File: src/rtl/msi_pkg.sv
// Shared encodings for the MSI private cache controller:
// line coherence states, snooping-bus commands and controller FSM states.
package msi_pkg;

    typedef enum logic [1:0] {
        ST_I = 2'b00,
        ST_S = 2'b01,
        ST_M = 2'b10
    } line_state_t;

    typedef enum logic [1:0] {
        CMD_BUSRD   = 2'd0,
        CMD_BUSRDX  = 2'd1,
        CMD_BUSUPGR = 2'd2,
        CMD_WB      = 2'd3
    } bus_cmd_t;

    typedef enum logic [2:0] {
        FSM_IDLE,
        FSM_WB,
        FSM_FILL,
        FSM_UPGR,
        FSM_DONE
    } fsm_state_t;

endpackage

File: src/rtl/msi_line_array.sv
// Direct-mapped line storage {state, tag, data} with one local write port at the
// CPU index and one snoop state-update port; the snoop wins when both hit one line.
module msi_line_array
    import msi_pkg::*;
#(
    parameter int LINES  = 16,
    parameter int TAG_W  = 26,
    parameter int DATA_W = 32,
    parameter int IDX_W  = $clog2(LINES)
) (
    input  logic              clk,
    input  logic              reset,
    input  logic [IDX_W-1:0]  cpu_idx,
    output line_state_t       cpu_state,
    output logic [TAG_W-1:0]  cpu_tag,
    output logic [DATA_W-1:0] cpu_data,
    input  logic [IDX_W-1:0]  snp_idx,
    output line_state_t       snp_state,
    output logic [TAG_W-1:0]  snp_tag,
    output logic [DATA_W-1:0] snp_data,
    input  logic              wr_en,
    input  line_state_t       wr_state,
    input  logic [TAG_W-1:0]  wr_tag,
    input  logic [DATA_W-1:0] wr_data,
    input  logic              snp_upd,
    input  line_state_t       snp_new_state
);

    line_state_t       state_mem [LINES];
    logic [TAG_W-1:0]  tag_mem   [LINES];
    logic [DATA_W-1:0] data_mem  [LINES];
    logic              local_wr;

    assign local_wr = wr_en && !(snp_upd && (snp_idx == cpu_idx));

    // NOTE: non-blocking assignments for every piece of sequential state, so all
    // flops update together at the edge regardless of statement order.
    always_ff @(posedge clk or posedge reset) begin
        if (reset) begin
            for (int i = 0; i < LINES; i++) state_mem[i] <= ST_I;
        end else begin
            if (local_wr) state_mem[cpu_idx] <= wr_state;
            if (snp_upd)  state_mem[snp_idx] <= snp_new_state;
        end
    end

    // NOTE: only the coherence state is reset; tag and data are meaningless while
    // the line is I, so they stay unreset and can map onto plain storage.
    always_ff @(posedge clk) begin
        if (local_wr) begin
            tag_mem[cpu_idx]  <= wr_tag;
            data_mem[cpu_idx] <= wr_data;
        end
    end

    assign cpu_state = state_mem[cpu_idx];
    assign cpu_tag   = tag_mem[cpu_idx];
    assign cpu_data  = data_mem[cpu_idx];
    assign snp_state = state_mem[snp_idx];
    assign snp_tag   = tag_mem[snp_idx];
    assign snp_data  = data_mem[snp_idx];

endmodule

File: src/rtl/msi_cache_ctrl.sv
// Direct-mapped write-back MSI private cache controller: serves core loads/stores,
// drives BusRd/BusRdX/BusUpgr/WriteBack on the shared bus and answers snoops.
module msi_cache_ctrl
    import msi_pkg::*;
#(
    parameter int ADDR_W = 32,
    parameter int DATA_W = 32,
    parameter int LINES  = 16
) (
    input  logic              clk,
    input  logic              reset,
    input  logic              cpu_req,
    input  logic              cpu_rw,
    input  logic [ADDR_W-1:0] cpu_addr,
    input  logic [DATA_W-1:0] cpu_wdata,
    output logic              cpu_ready,
    output logic [DATA_W-1:0] cpu_rdata,
    output logic              cpu_hit,
    output logic              bus_req,
    output logic [1:0]        bus_cmd,
    output logic [ADDR_W-1:0] bus_addr,
    output logic [DATA_W-1:0] bus_wdata,
    input  logic              bus_grant,
    input  logic              bus_ack,
    input  logic [DATA_W-1:0] bus_rdata,
    input  logic              snp_valid,
    input  logic [1:0]        snp_cmd,
    input  logic [ADDR_W-1:0] snp_addr,
    output logic              snp_hit,
    output logic              snp_flush,
    output logic [DATA_W-1:0] snp_data
);

    localparam int IDX_W = $clog2(LINES);
    localparam int OFF   = $clog2(DATA_W / 8);
    localparam int TAG_W = ADDR_W - IDX_W - OFF;

    logic [IDX_W-1:0]  cpu_idx, snp_idx;
    logic [TAG_W-1:0]  cpu_tag, snp_tag, line_tag, snp_line_tag, wr_tag;
    logic [DATA_W-1:0] line_data, snp_line_data, wr_data;
    line_state_t       line_state, snp_line_state, wr_state, snp_new_state;
    logic              wr_en, snp_upd, snp_match, snp_flush_n, conflict, line_hit;
    logic              unused_addr_bits;

    fsm_state_t        fsm_q, fsm_n;
    bus_cmd_t          bus_cmd_q, bus_cmd_n;
    logic              bus_req_q, bus_req_n, hit_q, hit_n, ack_pend_q, ack_pend_n;
    logic              granted_q, granted_n, cpu_ready_q, cpu_ready_n, cpu_hit_q, cpu_hit_n;
    logic              snp_hit_q, snp_flush_q;
    logic [ADDR_W-1:0] bus_addr_q, bus_addr_n;
    logic [DATA_W-1:0] bus_wdata_q, bus_wdata_n, fill_q, fill_n;
    logic [DATA_W-1:0] cpu_rdata_q, cpu_rdata_n, snp_data_q;

    assign cpu_idx = cpu_addr[OFF +: IDX_W];
    assign cpu_tag = cpu_addr[ADDR_W-1 -: TAG_W];
    assign snp_idx = snp_addr[OFF +: IDX_W];
    assign snp_tag = snp_addr[ADDR_W-1 -: TAG_W];
    assign unused_addr_bits = ^{cpu_addr[OFF-1:0], snp_addr[OFF-1:0]};

    msi_line_array #(.LINES(LINES), .TAG_W(TAG_W), .DATA_W(DATA_W), .IDX_W(IDX_W)) u_lines (
        .clk(clk), .reset(reset),
        .cpu_idx(cpu_idx), .cpu_state(line_state), .cpu_tag(line_tag), .cpu_data(line_data),
        .snp_idx(snp_idx), .snp_state(snp_line_state), .snp_tag(snp_line_tag), .snp_data(snp_line_data),
        .wr_en(wr_en), .wr_state(wr_state), .wr_tag(wr_tag), .wr_data(wr_data),
        .snp_upd(snp_upd), .snp_new_state(snp_new_state)
    );

    // NOTE: every always_comb output gets a default first, so no path leaves a
    // signal unassigned and no latch is inferred.
    always_comb begin
        snp_upd       = 1'b0;
        snp_new_state = ST_I;
        snp_flush_n   = 1'b0;
        snp_match     = snp_valid && (snp_line_state != ST_I) && (snp_line_tag == snp_tag);
        if (snp_match) begin
            case (bus_cmd_t'(snp_cmd))
                CMD_BUSRD: if (snp_line_state == ST_M) begin
                    snp_upd = 1'b1; snp_new_state = ST_S; snp_flush_n = 1'b1;
                end
                CMD_BUSRDX: begin
                    snp_upd     = 1'b1;
                    snp_flush_n = (snp_line_state == ST_M);
                end
                CMD_BUSUPGR: snp_upd = (snp_line_state == ST_S);
                default: ;
            endcase
        end
    end

    // Local writes always target the CPU index (the victim shares it), so a snoop
    // update there blocks this cycle's local write and the FSM retries.
    assign conflict = snp_upd && (snp_idx == cpu_idx);
    assign line_hit = (line_state != ST_I) && (line_tag == cpu_tag);

    always_comb begin
        fsm_n       = fsm_q;
        bus_req_n   = bus_req_q;
        bus_cmd_n   = bus_cmd_q;
        bus_addr_n  = bus_addr_q;
        bus_wdata_n = bus_wdata_q;
        hit_n       = hit_q;
        ack_pend_n  = ack_pend_q;
        granted_n   = granted_q;
        fill_n      = fill_q;
        cpu_ready_n = 1'b0;
        cpu_hit_n   = 1'b0;
        cpu_rdata_n = cpu_rdata_q;
        wr_en       = 1'b0;
        wr_state    = ST_I;
        wr_tag      = cpu_tag;
        wr_data     = cpu_wdata;

        if (bus_req_q && bus_grant) granted_n = 1'b1;
        if (bus_req_q && bus_ack) begin
            bus_req_n = 1'b0;
            granted_n = 1'b0;
            fill_n    = bus_rdata;
        end

        case (fsm_q)
            FSM_IDLE: begin
                // cpu_ready_q masks the still-held request of the access just completed.
                if (cpu_req && !cpu_ready_q && !(snp_valid && (snp_idx == cpu_idx))) begin
                    hit_n      = 1'b0;
                    granted_n  = 1'b0;
                    bus_addr_n = {cpu_tag, cpu_idx, {OFF{1'b0}}};
                    if (line_hit && (!cpu_rw || line_state == ST_M)) begin
                        hit_n    = 1'b1;
                        wr_en    = cpu_rw;
                        wr_state = ST_M;
                        fsm_n    = FSM_DONE;
                    end else if (line_hit) begin
                        bus_req_n = 1'b1;
                        bus_cmd_n = CMD_BUSUPGR;
                        fsm_n     = FSM_UPGR;
                    end else if (line_state == ST_M) begin
                        bus_req_n   = 1'b1;
                        bus_cmd_n   = CMD_WB;
                        bus_addr_n  = {line_tag, cpu_idx, {OFF{1'b0}}};
                        bus_wdata_n = line_data;
                        fsm_n       = FSM_WB;
                    end else begin
                        bus_req_n = 1'b1;
                        bus_cmd_n = cpu_rw ? CMD_BUSRDX : CMD_BUSRD;
                        fsm_n     = FSM_FILL;
                    end
                end
            end
            FSM_WB: begin
                if (bus_ack || ack_pend_q) begin
                    ack_pend_n = conflict;
                    if (!conflict) begin
                        wr_en    = 1'b1;
                        wr_state = ST_I;
                        wr_tag   = line_tag;
                        wr_data  = line_data;
                        fsm_n    = FSM_FILL;
                    end
                end
            end
            FSM_FILL: begin
                if (bus_ack || ack_pend_q) begin
                    ack_pend_n = conflict;
                    if (!conflict) begin
                        wr_en    = 1'b1;
                        wr_state = cpu_rw ? ST_M : ST_S;
                        wr_data  = cpu_rw ? cpu_wdata : (ack_pend_q ? fill_q : bus_rdata);
                        fsm_n    = FSM_DONE;
                    end
                end else if (!bus_req_q) begin
                    bus_req_n  = 1'b1;
                    bus_cmd_n  = cpu_rw ? CMD_BUSRDX : CMD_BUSRD;
                    bus_addr_n = {cpu_tag, cpu_idx, {OFF{1'b0}}};
                end
            end
            FSM_UPGR: begin
                if (bus_ack || ack_pend_q) begin
                    ack_pend_n = conflict;
                    if (!conflict) begin
                        wr_en    = 1'b1;
                        wr_state = ST_M;
                        fsm_n    = FSM_DONE;
                    end
                end else if (!granted_q && !bus_grant && conflict && snp_new_state == ST_I) begin
                    bus_cmd_n = CMD_BUSRDX;
                    fsm_n     = FSM_FILL;
                end
            end
            FSM_DONE: begin
                cpu_ready_n = 1'b1;
                cpu_hit_n   = hit_q;
                cpu_rdata_n = line_data;
                fsm_n       = FSM_IDLE;
            end
            default: fsm_n = FSM_IDLE;
        endcase
    end

    always_ff @(posedge clk or posedge reset) begin
        if (reset) begin
            fsm_q       <= FSM_IDLE;
            bus_req_q   <= 1'b0;
            bus_cmd_q   <= CMD_BUSRD;
            bus_addr_q  <= '0;
            bus_wdata_q <= '0;
            hit_q       <= 1'b0;
            ack_pend_q  <= 1'b0;
            granted_q   <= 1'b0;
            fill_q      <= '0;
            cpu_ready_q <= 1'b0;
            cpu_hit_q   <= 1'b0;
            cpu_rdata_q <= '0;
            snp_hit_q   <= 1'b0;
            snp_flush_q <= 1'b0;
            snp_data_q  <= '0;
        end else begin
            fsm_q       <= fsm_n;
            bus_req_q   <= bus_req_n;
            bus_cmd_q   <= bus_cmd_n;
            bus_addr_q  <= bus_addr_n;
            bus_wdata_q <= bus_wdata_n;
            hit_q       <= hit_n;
            ack_pend_q  <= ack_pend_n;
            granted_q   <= granted_n;
            fill_q      <= fill_n;
            cpu_ready_q <= cpu_ready_n;
            cpu_hit_q   <= cpu_hit_n;
            cpu_rdata_q <= cpu_rdata_n;
            snp_hit_q   <= snp_match;
            snp_flush_q <= snp_flush_n;
            snp_data_q  <= snp_flush_n ? snp_line_data : '0;
        end
    end

    assign cpu_ready = cpu_ready_q;
    assign cpu_hit   = cpu_hit_q;
    assign cpu_rdata = cpu_rdata_q;
    assign bus_req   = bus_req_q;
    assign bus_cmd   = bus_cmd_q;
    assign bus_addr  = bus_addr_q;
    assign bus_wdata = bus_wdata_q;
    assign snp_hit   = snp_hit_q;
    assign snp_flush = snp_flush_q;
    assign snp_data  = snp_data_q;

endmodule

File: config.mk
export PLATFORM = sky130hd
export DESIGN_NAME = msi_cache_ctrl
export DESIGN_NICKNAME = d
export VERILOG_FILES = /design/src/rtl/msi_pkg.sv /design/src/rtl/msi_line_array.sv /design/src/rtl/msi_cache_ctrl.sv
export SDC_FILE = /design/constraint.sdc
export NUM_CORES = 2
export LEC_CHECK = 0
export CAP_MARGIN = 20
export CELL_PAD_IN_SITES_DETAIL_PLACEMENT = 0
export CELL_PAD_IN_SITES_GLOBAL_PLACEMENT = 2
export CORE_MARGIN = 2
export CORE_UTILIZATION = 46
export CTS_CLUSTER_SIZE = 10
export DETAILED_ROUTE_END_ITERATION = 10
export PLACE_DENSITY = 0.87
export SYNTH_ARGS = -nofsm -noshare
export SYNTH_HDL_FRONTEND = slang
export SYNTH_HIERARCHICAL = 1
export SYNTH_SLANG_ARGS = --single-unit
File: constraint.sdc
create_clock -name clk -period 8.9 [get_ports clk]
set_input_delay 2.225 -clock clk [delete_from_list [all_inputs] [get_ports clk]]
set_output_delay 2.225 -clock clk [all_outputs]
set_load 0.02 [all_outputs]
==> impl_metrics.ini <==
[detailed_routing]
top_layer_used = met5
postRouteAntennaNets = 0
route.met2.wl_mm = 77.1
routed_wl_mm = 157
routed-wl-met3_mm = 15.8
first_iter_violations = 4324
drc_errors = 0
avgViaCountPerCell = 6.61
dr.pass1.iters = 6
vias = 32400
wl_met1_mm = 58.5
routedWlPerCell_microns = 32.0

[sta]
post-route-period-util_pct = 82.7
fin_skew_ns = 0.0290
fin_crit_ns = 7.36
rsz0062_at_grt = false
worstMarginPinSlew_ns = 1.12
finalMaxSlewViolations = 0
finalSetupTns_ns = 0
fin_ws_ns = 1.54
clock.fmax_mhz = 136
slew_headroom_pct = 25.5
setup_violations = 0
hold_viol_final = 0
whs_ns = 0.482

[global_routing]
grt_pass1_wl_mm = 228
grt_pass1_vias = 33700
grt_max_degree = 100
grt_overflow_total = 0
antenna_found_initial = 4
track_usage_pct = 26.7

[synthesis]
synth_top_area_share_pct = 52.7
synth_edf_count = 928
synth.avg_cell_area_sq_um = 17.7
synth-seq-cells = 1131
synth.distinct_cells = 65
synth_area_leaders = edfxtp_1 (53%), mux4_2 (20%), dfrtp_1 (9.6%)
synth_top_cell_by_area = edfxtp_1
syn_inst = 2989
async_flop_share_pct = 17.9
syn_area_sq_um = 52800
yosysSeqAreaShare_pct = 62.4
yosys_warnings = 6
synth-main-ff-cell = edfxtp_1

[cts]
postCtsHoldBufs = 0
clock-sinks = 1131
clkLatencyLatePin_ns = 0.76
cts_root_buf = clkbuf_16
cts_tree = yes
cts.path.max_buffers = 3
cts_max_level = 4
cts_made_buffers = 134
cts_setup_buffers = 0
clk_pin_slew_ns = 0.06
cts_resized = 0

[min_path]
hold_class = reg2reg
min_from = hit_q
holdPathEnd = hit_q
whs_path_depth = 2

[die]
coreArea_sq_um = 114000
io_pins = 272
start_util_pct = 46.3
die_x_microns = 343
die_y_microns = 343
die-area_sq_um = 118000
rows = 124

[power_and_ir_drop]
p_sw_share_pct = 28.1
p_per_area_nw_per_um2 = 235
power_leakage_nw = 20.8
clockPowerShare_pct = 34.4
p_seq_share_pct = 45.6
total_power_mw = 14.6
combPwrFrac_pct = 20.0
ir_worst_vdd_mv = 0.221
p_switching_mw = 4.11
intPower_mw = 10.5

[layout]
final_util_pct = 54.5
final_area_sq_um = 62200
syn2layout_area_growth_pct = 17.8
fin_nets = 3436
drive_gt1_share_pct = 27.5
instances_no_fill = 4901

[setup_path]
critPathCaptureType = register
cp_top_family = simple AND/OR/NAND/NOR gates
worstPathBufferInverterCount = 4
arrival_ns = 7.79
crit_path_top_delay_cell = clkdlybuf4s50_1
ff2ff_setup_slack_ns = 3.64
r2r_start = u_lines/tag_mem[15][10]
worst_r2r_path_depth = 13
critPathMaxFanout = 12
cp.required_ns = 9.33
max_stage_delay_ns = 0.74
crit_type = in2reg
critPathLaunchType = input port
r2r_end = u_lines/tag_mem[0][18]
crit_top_cell = buf_4
cp_cell_sequence = clkdlybuf4s50_1 > and2_2 > buf_4 > a22oi_1 > nand2_1 > xor2_1 > or4_1 > nor2_1 > nand3_1 > or4b_1 > a21oi_1 > buf_4 > or3b_2 > nor2_4 > buf_4

[placement]
place_area_sq_um = 58200
portBuffers = 265
placed_cells = 4675
place.gp.congestion = 0.884
pre_cts_slack_ns = 0.907
place_hpwl_mm = 97.7

[job]
maxCapViolCount = 0

[run_status]
outcome = complete, no violations
## state kept, by name (all words and copies together) (netlist names)
signal,flops
hit_q,1
snp_flush,1
bus_cmd,2
ack_pend_q,1
u_lines/tag_mem,416
cpu_ready,1
granted_q,1
snp_data,32
bus_addr,30
snp_hit,1
fill_q,32
bus_req,1
cpu_rdata,32
u_lines/data_mem,512
cpu_hit,1
bus_wdata,32
fsm_q,3
u_lines/state_mem,32
## kinds of logic (layout without fill, tap and decap cells)
| family | count (synthesis) | in the layout | share of synthesized area, % |
|---|---|---|---|
| AND/OR/NAND/NOR | 478 | 478 | 4.49 |
| other | 1 | 4 | 0.00710 |
| multiplexers | 640 | 640 | 23.8 |
| flip-flops | 1131 | 1131 | 62.4 |
| buffers and inverters | 255 | 652 | 2.57 |
| XOR/XNOR | 59 | 59 | 1.01 |
| AO/OA/AOI/OAI | 425 | 425 | 5.78 |
## synth_stat cells (all sizes together) (8+ instances only)
library cell / count
edfxtp: 928
nand3: 48
a221o: 32
buf: 141
dfrtp: 203
nor4: 20
o21ai: 66
mux4: 480
clkbuf: 107
nand2b: 9
xnor2: 10
xor2: 49
mux2i: 33
nand4: 28
or4: 8
nor2: 98
and2: 36
nand2: 144
mux2: 127
nor3: 38
a22oi: 240
a31oi: 60
nor2b: 12
## power by group through the flow
stage | logic [mW] | registers (mW) | clock network, mW
2_1_floorplan | 1.54 | 6.92 | 0
6_report | 2.93 | 6.68 | 5.04
3_3_place_gp | 2.84 | 6.74 | 0
4_1_cts | 2.92 | 6.68 | 5.10
3_5_place_dp | 2.91 | 6.77 | 0
5_1_grt | 3.10 | 6.72 | 5.31
## tightest hold or removal path, delay by kind of cell (launching register included)
family           cells  cell delay [ns]
flip-flops           1             0.35
AND/OR/NAND/NOR      2             0.10
## worst max path at each step
stage | startpoint | end | cells after the start
detailed placement | cpu_addr[4] | u_lines/tag_mem[0][17] | 15
CTS | cpu_addr[4] | u_lines/tag_mem[0][18] | 15
global placement | cpu_addr[4] | u_lines/tag_mem[0][17] | 16
floorplan | cpu_addr[2] | u_lines/data_mem[0][0] | 15
finish | cpu_addr[4] | u_lines/tag_mem[0][18] | 15
global route | cpu_addr[4] | u_lines/tag_mem[0][20] | 15
## cell usage in the layout, fill, tap and decap left out, drive strengths merged, types with 32 or more instances in the layout
| cell | synthesis | final |
|---|---|---|
| a221o | 32 | 32 |
| a22oi | 240 | 240 |
| a31oi | 60 | 60 |
| and2 | 36 | 36 |
| buf | 141 | 159 |
| clkbuf | 107 | 208 |
| clkdlybuf4s50 | 0 | 261 |
| dfrtp | 203 | 203 |
| edfxtp | 928 | 928 |
| mux2 | 127 | 127 |
| mux2i | 33 | 33 |
| mux4 | 480 | 480 |
| nand2 | 144 | 144 |
| nand3 | 48 | 48 |
| nor2 | 98 | 98 |
| nor3 | 38 | 38 |
| o21ai | 66 | 66 |
| xor2 | 49 | 49 |
## area by class of cell
class                   instances  area [sq um]
diodes                          1          2.50
clock buffers                 208          3700
clock inverters                17           272
fillers                      8786         52000
inverters                       7          33.8
multi-input cells            1605         18800
flip-flops and latches       1131         32900
well taps                    1512          1890
repair buffers                420          4610
## routing by layer
layer	GRT usage [%]	vias to the layer above
met5	0	-
met4	10.1	6
met3	6.07	347
met2	43.3	1949
met1	35.5	17000
li1	-	13100
Note: power is estimated with default switching activity, not from simulation.
